===== src/rtl/pwm_capture.sv =====
// pwm_capture: measures high time and period of an external servo PWM line
// in clk counts, strobes each accepted period, flags out-of-range pulses and
// loss of signal.
//
// state | meaning
// ------+-----------------------------------------------------------------
// IDLE  | no period in progress; waiting for a rising edge to start one
// HIGH  | line is high; counting both high time and period
// LOW   | line is low; counting period, next rising edge closes the period
module pwm_capture #(
    parameter int unsigned MIN_HIGH = 25_000,
    parameter int unsigned MAX_HIGH = 125_000,
    parameter int unsigned TIMEOUT  = 1_048_575
) (
    input  logic        clk,
    input  logic        rst,
    input  logic        pwm_in,
    output logic [19:0] duty_out,
    output logic [19:0] period_out,
    output logic        duty_valid,
    output logic        duty_err,
    output logic        signal_lost
);

    localparam logic [1:0] ST_IDLE = 2'd0;
    localparam logic [1:0] ST_HIGH = 2'd1;
    localparam logic [1:0] ST_LOW  = 2'd2;

    localparam logic [19:0] CNT_MAX = 20'hF_FFFF;
    localparam logic [19:0] MIN_C   = 20'(MIN_HIGH);
    localparam logic [19:0] MAX_C   = 20'(MAX_HIGH);
    localparam logic [19:0] TO_C    = 20'(TIMEOUT);

    logic        s1, s2, s3;
    logic        rise, fall;
    logic [1:0]  state;
    logic [19:0] hi_cnt, per_cnt;
    logic [19:0] hi_inc, per_inc;
    logic        timed_out;
    logic        in_range;

    // Two-flop synchronizer plus a history flop for edge detection
    always_ff @(posedge clk) begin
        if (rst) begin
            s1 <= 1'b0;
            s2 <= 1'b0;
            s3 <= 1'b0;
        end else begin
            s1 <= pwm_in;
            s2 <= s1;
            s3 <= s2;
        end
    end

    assign rise = s2 & ~s3;
    assign fall = ~s2 & s3;

    // Counters stick at full scale instead of wrapping to a small value
    assign hi_inc  = (hi_cnt == CNT_MAX) ? hi_cnt : hi_cnt + 20'd1;
    assign per_inc = (per_cnt == CNT_MAX) ? per_cnt : per_cnt + 20'd1;

    assign timed_out = (per_cnt == TO_C);
    assign in_range  = (hi_cnt >= MIN_C) && (hi_cnt <= MAX_C);

    // Measurement FSM, counters and registered results/strobes
    always_ff @(posedge clk) begin
        if (rst) begin
            state       <= ST_IDLE;
            hi_cnt      <= 20'd0;
            per_cnt     <= 20'd0;
            duty_out    <= 20'd0;
            period_out  <= 20'd0;
            duty_valid  <= 1'b0;
            duty_err    <= 1'b0;
            signal_lost <= 1'b1;
        end else begin
            duty_valid <= 1'b0;
            duty_err   <= 1'b0;
            case (state)
                ST_IDLE: begin
                    if (rise) begin
                        hi_cnt  <= 20'd1;
                        per_cnt <= 20'd1;
                        state   <= ST_HIGH;
                    end
                end
                ST_HIGH: begin
                    // Timeout wins over any edge seen in the same cycle
                    if (timed_out) begin
                        state       <= ST_IDLE;
                        signal_lost <= 1'b1;
                    end else begin
                        per_cnt <= per_inc;
                        if (s2) begin
                            hi_cnt <= hi_inc;
                        end
                        if (fall) begin
                            state <= ST_LOW;
                        end
                    end
                end
                ST_LOW: begin
                    if (timed_out) begin
                        state       <= ST_IDLE;
                        signal_lost <= 1'b1;
                    end else if (rise) begin
                        if (in_range) begin
                            duty_out    <= hi_cnt;
                            period_out  <= per_cnt;
                            duty_valid  <= 1'b1;
                            signal_lost <= 1'b0;
                        end else begin
                            duty_err <= 1'b1;
                        end
                        // This rising edge also opens the next period
                        hi_cnt  <= 20'd1;
                        per_cnt <= 20'd1;
                        state   <= ST_HIGH;
                    end else begin
                        per_cnt <= per_inc;
                    end
                end
                default: begin
                    state <= ST_IDLE;
                end
            endcase
        end
    end

endmodule


===== config.mk =====
export PLATFORM = sky130hd
export DESIGN_NAME = pwm_capture
export DESIGN_NICKNAME = d
export VERILOG_FILES = /design/src/rtl/pwm_capture.sv
export SDC_FILE = /design/constraint.sdc
export NUM_CORES = 1
export LEC_CHECK = 0
export CAP_MARGIN = 20
export CORE_MARGIN = 1
export CORE_UTILIZATION = 40
export DETAILED_ROUTE_END_ITERATION = 8
export REMOVE_ABC_BUFFERS = 1
export SETUP_SLACK_MARGIN = 0.1
export SYNTH_ARGS = -nofsm -noshare
export SYNTH_HDL_FRONTEND = slang
export SYNTH_SLANG_ARGS = --single-unit

===== constraint.sdc =====
create_clock -name clk -period 2.8 [get_ports clk]
set_clock_uncertainty 0.15 [all_clocks]
set_input_delay 0.42 -clock clk [delete_from_list [all_inputs] [get_ports clk]]
set_output_delay 0.42 -clock clk [all_outputs]
set_load 0.1 [all_outputs]

==> impl_metrics.tcl <==
set metrics [dict create \
    post-route-period-util 0.9150 \
    track_usage 0.1799 \
    area_enclosed_by_the_die_boundary_um2 11450 \
    worst_setup_path_end_kind "register" \
    grt_first_pass_wirelength_mm 16.37 \
    synth_seq_area_share 0.3994 \
    timing.critical_path.from "hi_cnt[16]" \
    final_nets 561 \
    yosysWarnings 0 \
    synth.most_common_cell "sky130_fd_sc_hd__dfxtp_1" \
    drt-vias-per-instance 5.302 \
    critPathArrivalTime_ns 2.70 \
    hold_viol 0 \
    holdBufCountCts 0 \
    m3_gr_usage 0.02614 \
    rsz_0062_raised_after_global_routing "no" \
    syn_inst 512 \
    chipHeight_um 107.0 \
    vias_after_detailed_routing 3669 \
    clock_path_buffers 2 \
    post_synth_edffs 0 \
    post_cts.repair.setup_buffers 0 \
    ir_drop_v 0.0002128 \
    starting_density_of_the_core 0.4197 \
    detail_route.wl_per_cell_um 13.89 \
    grt_residual_overflow 0 \
    worstSkewPairLatency_ns 0.36 \
    critical_path.max_stage_delay_ns 0.44 \
    critical_path.slowest_cell "sky130_fd_sc_hd__a21o_1" \
    drtIter0Drc 158 \
    cts-buffers-inserted 9 \
    p_sw_w 0.0005758 \
    leakagePower_nw 1.829 \
    fmax_ghz 0.3903 \
    powerDensity_nw_per_um2 465.6 \
    rr_startpoint "hi_cnt[16]" \
    r2r-end "hi_cnt[6]" \
    ratio_of_cells_with_drive_above_1_in_the_final_layout 0.2248 \
    min_path_type "reg2reg" \
    io_buffer_count 45 \
    floorplan.io_pins 46 \
    grtUsageMet1 0.2474 \
    max_slew_headroom_at_the_worst_pin 0.6525 \
    post-synth-top-area-cell "sky130_fd_sc_hd__dfxtp_1" \
    synth.ff_latch_count 88 \
    synth_top_cells_by_area "sky130_fd_sc_hd__dfxtp_1, sky130_fd_sc_hd__o21ai_2, sky130_fd_sc_hd__nor2b_1, sky130_fd_sc_hd__o21ai_0, sky130_fd_sc_hd__nand2b_1" \
    clock_tree.htree_level_count 3 \
    critical_path.cell_chain "and4_1 -> and3_2 -> a31oi_2 -> a21o_1 -> nand3_2 -> or3_2 -> a21oi_1" \
    largest_net_degree_at_the_start_of_global_routing 57 \
    path_class "reg2reg" \
    comb_power_share 0.053 \
    clock_tree_from_tritoncts "done" \
    postCtsResizedCells 0 \
    groute.layer.met2.usage 0.2802 \
    syn-cell-area_um2 4410 \
    critPathCapture "hi_cnt[6]" \
    floorplan.die.width_um 107.0 \
    num_rows 37 \
    actual_slew_at_the_worst_max_slew_pin_ns 0.5212 \
    wirelength_mm 9.613 \
    synthTopCellsByCount "sky130_fd_sc_hd__dfxtp_1, sky130_fd_sc_hd__nor2_1, sky130_fd_sc_hd__o21ai_0" \
    grt_most_used_layer "met2" \
    cap_violations 0 \
    power.share.sequential 0.532 \
    switching_share 0.2420 \
    rrSetupSlack_ns 0.24 \
    utilization 0.4864 \
    diodes 0 \
    ff2ff_path_depth 7 \
    routabilityCongestion 0.8675 \
    ctsRootBufferMaster "sky130_fd_sc_hd__clkbuf_8" \
    timing_max_transition_violations_final 0 \
    synthDominantCellAreaShare 0.3994 \
    finalSetupViolCount 0 \
    synth.distinct_cells 59 \
    grt_antenna_before_repair 0 \
    clock_pin_slew_reported_for_the_worst_setup_and_hold_paths_after_clock_tree_synthesis_ns 0.09 \
    crit_path_max_fanout 11 \
    design.core.area_um2 10510 \
    critPathLaunchType "register" \
    avgSynthCellArea_um2 8.614 \
    synthToLayoutAreaGrowth_pct 15.89 \
    n_fill_cell 1006 \
    grt_pass1_vias 3414 \
    antenna_left 0 \
    clock_power_share 0.414 \
    async_s_r_ff_share_synth 0 \
    synth_ff_type "sky130_fd_sc_hd__dfxtp_1" \
    detail_route.first_pass.iterations 4 \
    sum_of_negative_setup_slack_ns 0 \
    clock-sinks 88 \
    fin_crit_ns 2.562 \
    drc 0 \
    power_w 0.002380 \
    run_status "complete, no violations" \
    data_required_time_of_the_critical_path_ns 2.94 \
    detailed_place_hpwl_mm 6.472 \
    internal_power_w 0.001804 \
]
==> sequential cells by signal, summed over array words and instances, names as in the netlist <==
signal and cells:
duty_err 1, s3 1, hi_cnt 20, signal_lost 1, s1 1, duty_valid 1
per_cnt 20, state 2, duty_out 20, period_out 20, s2 1
==> worst max-delay path, delay by kind of cell (launching register included) <==
kind               cells  cell delay (ns)
AOI/OAI and AO/OA      3             0.86
DFF                    1             0.39
and+or+nand+nor        4             1.09
==> metal layers <==
| metal | vias up | share of wire |
|---|---|---|
| li1 | 1864 | - |
| met1 | 1728 | 0.51 |
| met2 | 70 | 0.44 |
| met3 | 7 | 0.037 |
| met4 | 0 | 0.012 |
| met5 | - | 0 |
==> through the flow <==
| step | cells | setup WS (ns) | hold slack, ns | cell area (um2) |
|---|---|---|---|---|
| detailed placement | 676 | 0.3065 | 0.2798 | 4885 |
| global route | 692 | 0.1011 | 0.3307 | 5111 |
| CTS | 692 | 0.2660 | 0.2998 | 5104 |
| global placement | 676 | 0.3142 | 0.2689 | 4885 |
| floorplan | 481 | -1.531 | 0.2638 | 4229 |
| finish | 692 | 0.2379 | 0.2989 | 5111 |
==> power groups by stage <==
stage	registers [W]	clock network, W	logic [W]
6_report	0.00127	0.000986	0.000127
4_1_cts	0.00127	0.00102	0.000127
5_1_grt	0.00127	0.00107	0.000142
3_5_place_dp	0.00130	0	0.000127
3_3_place_gp	0.00129	0	0.000125
2_1_floorplan	0.00129	0	0.0000766
==> cell usage in the layout (no fill, tap or decap), drive strengths merged, types with 2 or more instances in the layout <==
master / Yosys / layout
dfxtp: 88 / 88
o21ai: 77 / 77
buf: 11 / 58
nor2: 50 / 50
nor2b: 40 / 40
nand2b: 31 / 31
nand2: 24 / 24
nand4: 15 / 15
a21oi: 15 / 15
nor3: 14 / 14
nand3: 14 / 14
xor2: 13 / 13
xnor2: 13 / 13
inv: 12 / 13
clkbuf: 20 / 9
ha: 7 / 7
nor4: 7 / 7
o31ai: 6 / 6
a21o: 6 / 6
nor3b: 5 / 5
and3: 5 / 5
or3: 4 / 4
a31oi: 4 / 4
or2b: 3 / 3
o22ai: 3 / 3
or2: 3 / 3
clkinv: 0 / 3
nand4b: 2 / 2
mux2i: 2 / 2
nor4b: 2 / 2
a21boi: 2 / 2
o41ai: 2 / 2
bufinv: 0 / 2
and4: 2 / 2
==> how the worst min path moves through the flow <==
stage	startpoint	endpoint	slack, ns	cells after the start
floorplan	s1	s2	0.26	1
global placement	s1	s2	0.27	1
detailed placement	s1	s2	0.28	1
CTS	s1	s2	0.30	1
global route	s1	s2	0.33	1
finish	s1	s2	0.30	1
==> layout make-up <==
type / instances / area, um2 / area share
clock inverter: 7 / 95.09 / 0.01860
inverter: 12 / 45.04 / 0.008813
multi-input combinational: 381 / 2444 / 0.4781
tap: 136 / 170.2 / 0.03329
sequential: 88 / 1762 / 0.3447
timing repair buffer: 59 / 471.7 / 0.09229
clock buffer: 9 / 123.9 / 0.02424
==> kinds of logic (layout without fill, tap and decap cells) <==
kind of cell | Yosys count | after routing | share of synthesized area
DFF | 88 | 88 | 0.3994
xor gates and xnor gates | 26 | 26 | 0.05163
AOI/OAI and AO/OA | 124 | 124 | 0.1887
buffers and inverters | 43 | 87 | 0.05134
and+or+nand+nor | 222 | 222 | 0.2845
muxes | 2 | 2 | 0.004539
adders and majority gates | 7 | 7 | 0.01986
(Power assumes the default switching activity.)
